--- config.mk ---
export PLATFORM = sky130hd
export DESIGN_NAME = dacif_rx
export DESIGN_NICKNAME = d
export VERILOG_FILES = /design/src/rtl/dacif_rx_pkg.sv /design/src/rtl/dacif_rx_sync.sv /design/src/rtl/dacif_rx.sv
export SDC_FILE = /design/constraint.sdc
export NUM_CORES = 1
export LEC_CHECK = 0
export CAP_MARGIN = 25
export CORE_UTILIZATION = 45
export DETAILED_ROUTE_END_ITERATION = 12
export GPL_ROUTABILITY_DRIVEN = 1
export PLACE_DENSITY = 0.73
export REMOVE_ABC_BUFFERS = 1
export SYNTH_ARGS = -nofsm -noshare
export SYNTH_HDL_FRONTEND = slang
export SYNTH_SLANG_ARGS = --single-unit
--- constraint.sdc ---
create_clock -name clk_4M -period 1.55 [get_ports clk_4M]
set_input_delay 0.31 -clock clk_4M [delete_from_list [all_inputs] [get_ports clk_4M]]
set_output_delay 0.31 -clock clk_4M [all_outputs]
set_load 0.01 [all_outputs]
--- src/rtl/dacif_rx_pkg.sv ---
// Shared definitions for the DAC serial link (receiver and transmitter).
package dacif_pkg;

  typedef enum logic [1:0] {
    S_IDLE  = 2'd0,
    S_SHIFT = 2'd1,
    S_HOLD  = 2'd2
  } state_e;

  // Trailing marker bit value that terminates every good frame.
  localparam logic MARKER_VAL = 1'b1;

  // Frame length in bits: data word, address bit, marker bit.
  function automatic int frame_len(input int dwidth);
    return dwidth + 2;
  endfunction

endpackage

--- src/rtl/dacif_rx_sync.sv ---
// Two-flop synchroniser with a configurable reset value.
module dacif_rx_sync #(
  parameter logic RST_VAL = 1'b0
) (
  input  logic clk_i,
  input  logic rst_i,
  input  logic d_i,
  output logic q_o
);

  logic meta_q;
  logic sync_q;

  // Two-stage capture of the asynchronous input.
  always_ff @(posedge clk_i or posedge rst_i) begin
    if (rst_i) begin
      meta_q <= RST_VAL;
      sync_q <= RST_VAL;
    end else begin
      meta_q <= d_i;
      sync_q <= meta_q;
    end
  end

  assign q_o = sync_q;

endmodule

--- src/rtl/dacif_rx.sv ---
// DAC serial link receiver: LSB-first deserialiser with marker check and
// per-address holding registers.
// Build option: DACIF_RX_SYNC_EN inserts 2-flop synchronisers on sdi/dac_scen.
module dacif_rx
  import dacif_pkg::*;
#(
  parameter int DWIDTH = 8
) (
  input  logic              clk_4M,
  input  logic              rst,
  input  logic              sdi,
  input  logic              dac_scen,
  output logic [DWIDTH-1:0] rx_data,
  output logic              rx_addr,
  output logic              rx_valid,
  output logic [DWIDTH-1:0] ch0_data,
  output logic [DWIDTH-1:0] ch1_data,
  output logic              frame_err,
  output logic              busy
);

  localparam int FLEN = frame_len(DWIDTH);
  localparam int CW   = $clog2(FLEN);

  logic sdi_s;
  logic scen_s;

`ifdef DACIF_RX_SYNC_EN
  dacif_rx_sync #(.RST_VAL(1'b0)) u_sync_sdi (
    .clk_i (clk_4M),
    .rst_i (rst),
    .d_i   (sdi),
    .q_o   (sdi_s)
  );

  dacif_rx_sync #(.RST_VAL(1'b1)) u_sync_scen (
    .clk_i (clk_4M),
    .rst_i (rst),
    .d_i   (dac_scen),
    .q_o   (scen_s)
  );
`else
  assign sdi_s  = sdi;
  assign scen_s = dac_scen;
`endif

  state_e            state_q, state_d;
  logic [CW-1:0]     cnt_q, cnt_d;
  logic [DWIDTH:0]   sr_q, sr_d;       // {a, d[DWIDTH-1:0]} once filled
  logic [DWIDTH-1:0] rxd_q, rxd_d;
  logic              rxa_q, rxa_d;
  logic              valid_q, valid_d;
  logic              err_q, err_d;
  logic [DWIDTH-1:0] ch0_q, ch0_d;
  logic [DWIDTH-1:0] ch1_q, ch1_d;

  // Register state, counter, shift register and all outputs.
  always_ff @(posedge clk_4M or posedge rst) begin
    if (rst) begin
      state_q <= S_IDLE;
      cnt_q   <= '0;
      sr_q    <= '0;
      rxd_q   <= '0;
      rxa_q   <= 1'b0;
      valid_q <= 1'b0;
      err_q   <= 1'b0;
      ch0_q   <= '0;
      ch1_q   <= '0;
    end else begin
      state_q <= state_d;
      cnt_q   <= cnt_d;
      sr_q    <= sr_d;
      rxd_q   <= rxd_d;
      rxa_q   <= rxa_d;
      valid_q <= valid_d;
      err_q   <= err_d;
      ch0_q   <= ch0_d;
      ch1_q   <= ch1_d;
    end
  end

  // Next-state logic. Bits enter at the MSB and shift right, so after
  // DWIDTH+1 captures d[0] sits at bit 0 and the address at bit DWIDTH;
  // the marker is checked straight off the line and never stored.
  always_comb begin
    state_d = state_q;
    cnt_d   = cnt_q;
    sr_d    = sr_q;
    rxd_d   = rxd_q;
    rxa_d   = rxa_q;
    valid_d = 1'b0;
    err_d   = 1'b0;
    ch0_d   = ch0_q;
    ch1_d   = ch1_q;
    case (state_q)
      S_IDLE: begin
        if (!scen_s) begin
          sr_d    = {sdi_s, sr_q[DWIDTH:1]};
          cnt_d   = CW'(1);
          state_d = S_SHIFT;
        end
      end
      S_SHIFT: begin
        if (scen_s) begin
          err_d   = 1'b1;
          state_d = S_IDLE;
        end else if (cnt_q == CW'(FLEN - 1)) begin
          state_d = S_HOLD;
          if (sdi_s == MARKER_VAL) begin
            rxd_d   = sr_q[DWIDTH-1:0];
            rxa_d   = sr_q[DWIDTH];
            valid_d = 1'b1;
            if (sr_q[DWIDTH]) ch1_d = sr_q[DWIDTH-1:0];
            else              ch0_d = sr_q[DWIDTH-1:0];
          end else begin
            err_d = 1'b1;
          end
        end else begin
          sr_d  = {sdi_s, sr_q[DWIDTH:1]};
          cnt_d = cnt_q + 1'b1;
        end
      end
      S_HOLD: begin
        if (scen_s) state_d = S_IDLE;
      end
      default: state_d = S_IDLE;
    endcase
  end

  assign rx_data   = rxd_q;
  assign rx_addr   = rxa_q;
  assign rx_valid  = valid_q;
  assign frame_err = err_q;
  assign ch0_data  = ch0_q;
  assign ch1_data  = ch1_q;
  assign busy      = (state_q == S_SHIFT);

endmodule

== Yosys cells after proc, flatten, opt, wreduce, memory -nomap -nowiden ==
Index checks and enable logic that the tools add are counted.

* Bitwise logic cells: 2
* Add/subtract/negate cells: 1
* Mux-type cells: 21
* Reductions and logical operators: 7
* Equality and inequality tests: 8

{| class="wikitable"
|+ Operators with widths
! operator !! count
|-
| two-way mux 9 bit || 3
|-
| case mux 9 bit (2 select lines) || 1
|-
| two-way mux 4 bit || 3
|-
| AND reduction 5 bit || 2
|-
| two-way mux 1 bit || 8
|-
| two-way mux 2 bit || 4
|-
| inequality test 2 bit, second input constant || 4
|-
| case mux 4 bit (2 select lines) || 1
|-
| AND reduction 4 bit || 2
|-
| case mux 2 bit (3 select lines) || 1
|-
| adder 4 x 1 -> 4 bit, second input constant || 1
|-
| equality test 4 bit, second input constant || 1
|-
| inequality test 3 x 2 -> 1 bit, second input constant || 1
|-
| AND reduction 3 bit || 1
|-
| equality test 2 x 1 -> 1 bit, second input constant || 1
|-
| equality test 2 bit, second input constant || 1
|-
| logical NOT 2 bit || 1
|-
| inverter 1 bit || 2
|-
| nonzero test 2 bit || 1
|}

* Output and inout bits: 28
* Logic and storage cells: 48
* Bits of input ports: 4
* Register bits: 42

== Depth between registers and ports, before layout ==
Gate-level depths: netlist of run 1.

* Word-level depth: 4
* Gate-level depth with buffers: 6
* Depth with buffers taken out: 5

== Worst setup path after synthesis of run 1 ==
No wires, ideal clock.

* Path kind: register to register
* From: reg cnt_q[1]
* To: reg sr_q[0]
* Setup time: 0.125 ns
* Stages on the path, launching flop included: 7
* Clock period less this slack: 1.517 ns
* Path slack: 0.033 ns
* Path buffers: 1
* Data arrival time: 1.393 ns
* Required time: 1.425 ns
* Cell sequence: dfrtp_1 -> inv_1 -> ha_1 -> nand3b_1 -> o21ai_2 -> buf_4 -> mux2_2

* Word-level cells in the longest chain between the ends: 3

{| class="wikitable"
|+ Ends and longest elaborated chain
! element !! RTL line !! text
|-
| start: declaration || dacif_rx.sv:48 || <nowiki>logic [CW-1:0] cnt_q, cnt_d;</nowiki>
|-
| start signal: assignment || dacif_rx.sv:71 || <nowiki>cnt_q <= cnt_d;</nowiki>
|-
| equality test 4 bit || dacif_rx.sv:107 || <nowiki>end else if (cnt_q == CW'(FLEN - 1)) begin</nowiki>
|-
| inequality test 2 bit (no line) || n/a ||
|-
| AND reduction 4 bit (no line) || n/a ||
|-
| end signal: assignment || dacif_rx.sv:72 || <nowiki>sr_q <= sr_d;</nowiki>
|-
| end: declaration || dacif_rx.sv:49 || <nowiki>logic [DWIDTH:0] sr_q, sr_d;</nowiki>
|}

Every way passes these cells.
A chain may end at the register's enable or synchronous reset.

== Worst setup path after layout of run 1 ==
* From: reg cnt_q[1]
* To: reg rxd_q[5], in the netlist rx_data[5]

* Word-level cells in the longest chain between the ends: 2

{| class="wikitable"
|+ Ends and longest elaborated chain
! element !! RTL line !! text
|-
| equality test 4 bit || dacif_rx.sv:107 ||
|-
| AND reduction 4 bit (no line) || n/a ||
|-
| end signal: assignment || dacif_rx.sv:73 || <nowiki>rxd_q <= rxd_d;</nowiki>
|-
| end: declaration || dacif_rx.sv:50 || <nowiki>logic [DWIDTH-1:0] rxd_q, rxd_d;</nowiki>
|}

Every way passes these cells.

==> results of run 1 <==
state kept, by name (all words and copies together), names as in the netlist:
| register | cells |
|---|---|
| frame_err | 1 |
| sr_q | 9 |
| rx_addr | 1 |
| state_q | 2 |
| ch0_data | 8 |
| rx_valid | 1 |
| ch1_data | 8 |
| cnt_q | 4 |
| rx_data | 8 |
routing by layer:
layer / GRT usage, % / part of all wire [%]
met5: 0 / 0
met2: 30.9 / 49
met1: 25.3 / 46
met3: 5.98 / 4.1
met4: 6.82 / 1.0
worst max-delay path by stage:
stage	startpoint	endpoint	slack, ns
global placement	dac_scen	sr_q[6]	-0.20
floorplan	cnt_q[1]	sr_q[0]	-0.06
global route	cnt_q[1]	ch1_data[7]	-0.09
CTS	cnt_q[1]	sr_q[2]	-0.06
detailed placement	cnt_q[1]	sr_q[2]	-0.22
finish	cnt_q[1]	rx_data[5]	-0.05
kinds of logic (layout without fill, tap and decap cells):
| group | count (synthesis) | after routing |
|---|---|---|
| flip-flops | 42 | 42 |
| multiplexers | 35 | 35 |
| AND/OR/NAND/NOR | 16 | 18 |
| AO/OA/AOI/OAI | 8 | 8 |
| buffers and inverters | 6 | 62 |
| adder cells (fa/ha/maj) | 2 | 2 |
worst max-delay path: stages (launching register included):
cell and delay (ns):
dfrtp_1 0.39, inv_2 0.08, ha_4 0.13, and4b_4 0.27, buf_12 0.12, nand3_2 0.17
mux2_2 0.32
final cells by class:
class,count,area [sq um]
inverter,5,18.8
clock buffer,6,82.6
tap,48,60.1
fill,270,1240
multi-input combinational,63,716
sequential,42,1050
timing repair buffer,49,479
clock inverter,2,12.5
what timing repair did:
action	in CTS	in global routing
setup buffers	6	2
gates resized for setup	11	8
endpoints found under the setup margin	36	34
pin swaps	3	2
cloned	1	2
cells in the final DEF, fill, tap and decap left out, drive strengths merged, types with 2 or more instances in the layout:
cell           netlist  layout
clkbuf               0       6
mux2i                2       2
nand4                1       2
dfrtp               42      42
nand2b               2       2
nor2                 2       2
o21ai                3       3
nand2                2       2
nand3                3       4
ha                   2       2
inv                  5       5
buf                  1      18
clkdlybuf4s50        0      29
mux2                33      33
stage by stage:
stage,instances,setup TNS [ns],power (mW),area (sq um),hold WS (ns)
floorplan,108,-0.496,2.37,1710,0.373
CTS,213,-0.502,4.03,2390,0.388
detailed placement,198,-6.05,3.14,2170,0.493
global placement,198,-5.25,3.07,2170,0.487
finish,215,-0.356,4.04,2420,0.373
global route,215,-1.53,4.28,2420,0.396
power groups by stage:
stage / logic [mW] / clock network (mW) / registers, mW
final: 1.52 / 0.717 / 1.81
after floorplan: 0.525 / 0 / 1.84
after global placement: 1.29 / 0 / 1.78
after detailed placement: 1.33 / 0 / 1.81
after CTS: 1.49 / 0.738 / 1.80
after global routing: 1.64 / 0.779 / 1.86
==> impl_summary.txt, run 1 <==
----------------------------------------------------
[Layout]
  Antenna cell count ... 0
  Synth-to-layout area growth ... 41.3%
  Share of final-layout standard cells stronger than drive strength 1 ... between 40 and 50%
  Final layout net count ... approximately 170
  Final cell utilization of the core ... roughly two thirds

[Clock tree]
  Clk Tree Root Cell ... clkbuf_8
  Number of buffers inserted during clock tree synthesis ... 5
  CTS tree ... yes
  Clock tree buffer depth ... 2
  Worst skew pair latency ... about 0.29 ns
  Register clock-pin slew on the reported worst setup and hold paths ... about 0.080 ns
  Total clock sinks ... between 40 and 50
  CTS Hold Bufs ... 0
  H-tree lvl count ... 2

[Die]
  Number of standard-cell rows in the floorplan ... 22
  DIE AREA ... 0.00406 sq mm
  Core area ... about 0.0037 sq mm
  Width of the chip ... approximately 64 microns
  Boundary pin count ... 32
  Die span in y ... between 60 and 70 microns
  Effective utilization at floorplan ... 46.8%

[STA]
  Number of endpoints failing setup at the final stage ... 12
  Post-route clock period utilization ... 103%
  Worst clock skew on the final layout ... between 0.003 and 0.004 ns
  Number of endpoints with negative hold slack in the final report ... 0
  Number of slew-limit violations in the final report ... 0
  Tightest Pin Transition ... approximately 0.3 ns
  Shortest period the worst path allows ... 1.60 ns
  Highest clock frequency the design can meet ... 626 MHz
  Final WS setup ... -0.0482 ns
  Slew HR ... about 79%
  Setup repair after global routing missed its margin ... true

[Synth]
  Count of state elements after synthesis ... 42
  Top flip-flop cell by instance count after synthesis ... dfrtp_1
  Mapped Area ... ~0.0017 sq mm
  Count of flip-flops with a built-in enable after synthesis ... 0
  Share of the synthesized area in compound gates (AO/OA/AOI/OAI) ... 3.51%
  Proportion of synthesized flip-flops having asynchronous set or reset ... 100%
  Area share of fa/ha/maj cells after synthesis ... 1.46%
  Proportion of netlist area held by the largest area contributor ... around three fifths
  Cell count after synthesis ... 109
  Dominant combinational cell family by area after synthesis ... multiplexers
  Largest cells by area after synthesis ... dfrtp_1 61%, mux2_2 22%, ha_1 1.5%
  Synth warnings ... 0
  Synth area leader ... dfrtp_1
  Post-synthesis area per instance ... 15.7 sq um
  Post-synthesis sequential area ratio ... about 61%
  Most common cell in the netlist ... dfrtp_1
  Simple logic cell fraction of the synthesized area ... 9.28%
  Most numerous cell types in the synthesized netlist ... 42 x dfrtp_1, 33 x mux2_2, 5 x inv_1
  Distinct cell type count of the synthesized netlist ... 26
  Fraction of synthesized cell area in xor and xnor cells ... 0%
  Post-synthesis mux area share ... between 20% and 30%

[Global routing]
  Global-route wire length before repair ... 5780 microns
  Maximum number of pins on one net before global-route repair ... 43
  Via count of the first global-routing pass ... 1182
  Total global routing overflow ... 0
  GRT Resource Usage Total ... between 15 and 20%
  Antenna violations before repair ... 0

[Critical path]
  Largest fanout of any net on the critical path ... 5
  Crit path launch type ... flop
  Worst-case register-to-register setup slack ... -0.05 ns
  Classification of the worst setup path ... flop to flop
  R2R Path End ... rx_data[5]
  Arrival time of data at the critical path endpoint ... about 1.8 ns
  Capturing element type of the critical path ... flop
  Worst path required time ... between 1.5 and 2 ns
  Number of cell instances on the worst register-to-register path ... 6
  Launch point of the worst reg-to-reg path ... cnt_q[1]

[Power]
  Share of total power in sequential cells ... 44.7%
  Internal Dissipation ... 2.83 mW
  Combinational cell fraction of total power ... roughly 38%
  Leak Pwr ... about 1.2 nW
  Power per cell area ... ~1700 mW/mm^2
  Largest vdd supply drop ... about 900 uV
  Net Sw Power ... 1.21 mW
  Switching portion of total power ... 30.0%
  Clk network pwr share ... between 15 and 20%

[Drt]
  Detailed-route via count ... 1100
  Total Wirelength ... roughly 3600 microns
  Residual DRC count ... 0
  Detailed-routing iteration count for the pre-antenna-repair pass ... 4
  Number of vias per cell after detailed routing ... slightly above 5
  Count of antenna-violating nets left after detailed routing ... 0
  Average wire length per cell after detail routing ... around 17 microns
  Detailed router's first-iteration violation count ... 33

[Hold path]
  Worst min-delay path category ... primary input to async pin

[Status]
  Outcome ... finished with violations
  Violated checks ... negative setup slack

[Placement]
  Port Buf Inserts ... 31
  Worst setup slack before clock tree synthesis ... -0.220 ns
  Weighted congestion reported at the end of routability-driven placement ... a little over 0.8
  Detailed placement HPWL ... approximately 2200 microns

[Flow run]
  Max Cap Violations ... 0

----------------------------------------------------
Power figures use the tool's default switching activity.
==> inputs of run 2 (changes only) <==
--- a/config.mk
+++ b/config.mk
@@ -6,6 +6,7 @@
 export NUM_CORES = 1
 export LEC_CHECK = 0
 export CAP_MARGIN = 25
+export CORE_ASPECT_RATIO = 0.5
 export CORE_UTILIZATION = 45
 export DETAILED_ROUTE_END_ITERATION = 12
 export GPL_ROUTABILITY_DRIVEN = 1
==> impl_summary.txt, run 2 (synthesis results as in run 1) <==
----------------------------------------------------
[STA]
  Tightest Pin Transition ... about 0.29 ns
  Post-route clock period utilization ... 103%
  Number of endpoints with negative hold slack in the final report ... 0
  Slew HR ... between 80 and 90%
  Setup repair after global routing missed its margin ... true
  Shortest period the worst path allows ... approximately 1.6 ns
  Number of slew-limit violations in the final report ... 0
  Highest clock frequency the design can meet ... 629 MHz
  Worst clock skew on the final layout ... slightly above 0.008 ns
  Number of endpoints failing setup at the final stage ... 3
  Final WS setup ... -0.0408 ns
  Final-layout setup total negative slack ... -0.0476 ns

[Global routing]
  GRT Resource Usage Total ... between 10% and 20%
  Global-route wire length before repair ... 4880 microns
  Maximum number of pins on one net before global-route repair ... 43
  Antenna violations before repair ... 0
  Via count of the first global-routing pass ... between 1000 and 1500
  Total global routing overflow ... 0

[Clock tree]
  CTS tree ... yes
  Total clock sinks ... 42
  H-tree lvl count ... 2
  Number of buffers inserted during clock tree synthesis ... 5
  Worst skew pair latency ... roughly 0.29 ns
  Register clock-pin slew on the reported worst setup and hold paths ... approximately 0.070 ns
  CTS Hold Bufs ... 0
  Clk Tree Root Cell ... clkbuf_8
  Clock tree buffer depth ... 2

[Critical path]
  Family of cells with the greatest summed delay on the critical path ... simple AND/OR/NAND/NOR gates
  Worst-case register-to-register setup slack ... -0.04 ns
  Number of cell instances on the worst register-to-register path ... 5
  Capturing element type of the critical path ... flop
  Largest fanout of any net on the critical path ... 8
  Number of buffers and inverters on the critical path ... 1
  Arrival time of data at the critical path endpoint ... 1.76 ns
  Delay of the slowest cell on the worst path ... between 0.3 and 0.4 ns
  Launch point of the worst reg-to-reg path ... cnt_q[1]
  R2R Path End ... ch0_data[0]
  Crit path launch type ... flop
  Slowest-stage cell, CP ... dfrtp_1
  Worst path required time ... between 1.5 and 2 ns
  Classification of the worst setup path ... flop to flop
  Ordered cell list for the critical path ... inv_2, ha_4, and4b_4, nand4b_4, mux2_4

[Layout]
  Final layout net count ... ~170
  Register name with the most flops ... sr_q
  Leading cell types in the layout, fill and taps excluded ... 42 x dfrtp_1, 29 x clkdlybuf4s50_1, 25 x mux2_2, 13 x buf_4, 8 x mux2_4
  Final cell utilization of the core ... just under 70%
  Cell area after layout ... between 0.002 and 0.0025 sq mm
  Share of final-layout standard cells stronger than drive strength 1 ... slightly above 40%
  Non-filler cells, final ... ~210
  Synth-to-layout area growth ... 38.9%
  Antenna cell count ... 0
  Most common cell after layout, fill and taps aside ... dfrtp_1
  Max reg flops ... 9

[Power]
  Power per cell area ... approximately 1700 mW/mm^2
  Largest vdd supply drop ... 827 uV
  Leak Pwr ... between 1 and 1.5 nW

[Drt]
  Count of antenna-violating nets left after detailed routing ... 0
  Detailed-route via count ... around 1100
  Total Wirelength ... between 3000 and 4000 microns
  Number of vias per cell after detailed routing ... around 5.0
  Average wire length per cell after detail routing ... around 15 microns
  Residual DRC count ... 0
  Detailed router's first-iteration violation count ... 35
  Detailed-routing iteration count for the pre-antenna-repair pass ... 4

[Hold path]
  Worst min-delay path category ... primary input to async pin

[Placement]
  Number of cells after detailed placement ... between 200 and 250
  Port Buf Inserts ... 31
  Weighted congestion reported at the end of routability-driven placement ... 0.733
  Worst setup slack before clock tree synthesis ... -0.228 ns
  Post-place instance area ... around 0.0022 sq mm
  Detailed placement HPWL ... around 2000 microns

[Status]
  Outcome ... finished with violations
  Violated checks ... negative setup slack

[Die]
  Number of standard-cell rows in the floorplan ... 15
  DIE AREA ... 0.00407 sq mm
  Boundary pin count ... 32
  Die span in y ... about 46 microns
  Core area ... approximately 0.0035 sq mm
  Width of the chip ... 89.3 microns
  Effective utilization at floorplan ... between 40% and 50%

[Flow run]
  Max Cap Violations ... 0

----------------------------------------------------
[run 2: changes by cell type in the layout (fill, tap and decap cells not counted), sizes merged]
cell,delta
buf,-3
bufinv,+1
clkinv,-1
nand3,-1
nand4,-1
[run 2: routing by layer]
metal  vias to the layer above  share of wire, %  track usage [%]
li1                        492                 -                -
met1                       547                49             22.0
met2                        17                47             28.2
met3                         2               3.0             5.07
met4                         0              0.66             6.67
met5                         -                 0                0
[run 2: cell type report]
| type | instances | area [sq um] |
|---|---|---|
| fill | 264 | 1150 |
| tap | 51 | 63.8 |
| multi-input combinational | 61 | 686 |
| clock buffer | 6 | 72.6 |
| clock inverter | 2 | 37.5 |
| sequential | 42 | 1050 |
| inverter | 5 | 18.8 |
| timing repair buffer | 46 | 449 |
[run 2: repair_timing]
| item | in CTS | in global routing |
|---|---|---|
| setup buffers | 3 | 1 |
| endpoints found under the setup margin | 29 | 32 |
| pin swaps | 3 | 2 |
| hold endpoints to repair | 0 | 0 |
| resized for setup | 6 | 8 |
[run 2: worst register-to-register path, delay by kind of cell (launching register included)]
kind | cells | cell delay (ns)
flip-flops | 1 | 0.39
adder cells (fa/ha/maj) | 1 | 0.13
multiplexers | 1 | 0.36
buffers and inverters | 1 | 0.08
AND/OR/NAND/NOR | 2 | 0.51
[run 2: where the power goes]
group | total [mW] | internal [mW] | switching [mW] | leakage (nW)
Sequential | 1.77 | 1.48 | 0.290 | 0.551
Combinational | 1.47 | 0.960 | 0.506 | 0.552
Clock | 0.846 | 0.481 | 0.365 | 0.0514
Total | 4.08 | 2.92 | 1.16 | 1.15
[run 2: how the worst max path moves through the flow]
stage / endpoint / startpoint / slack [ns] / depth (start not counted)
detailed placement: sr_q[8] / dac_scen / -0.23 / 4
finish: ch0_data[0] / cnt_q[1] / -0.04 / 5
global route: ch0_data[0] / cnt_q[1] / -0.08 / 5
global placement: sr_q[4] / dac_scen / -0.20 / 4
CTS: ch0_data[0] / cnt_q[1] / -0.02 / 5
floorplan: sr_q[0] / cnt_q[1] / -0.06 / 5
[run 2: metrics by stage]
step / hold slack [ns] / total power, mW
2_1_floorplan: 0.373 / 2.37
3_5_place_dp: 0.481 / 3.10
4_1_cts: 0.396 / 4.02
5_1_grt: 0.412 / 4.31
3_3_place_gp: 0.481 / 3.05
6_report: 0.386 / 4.08
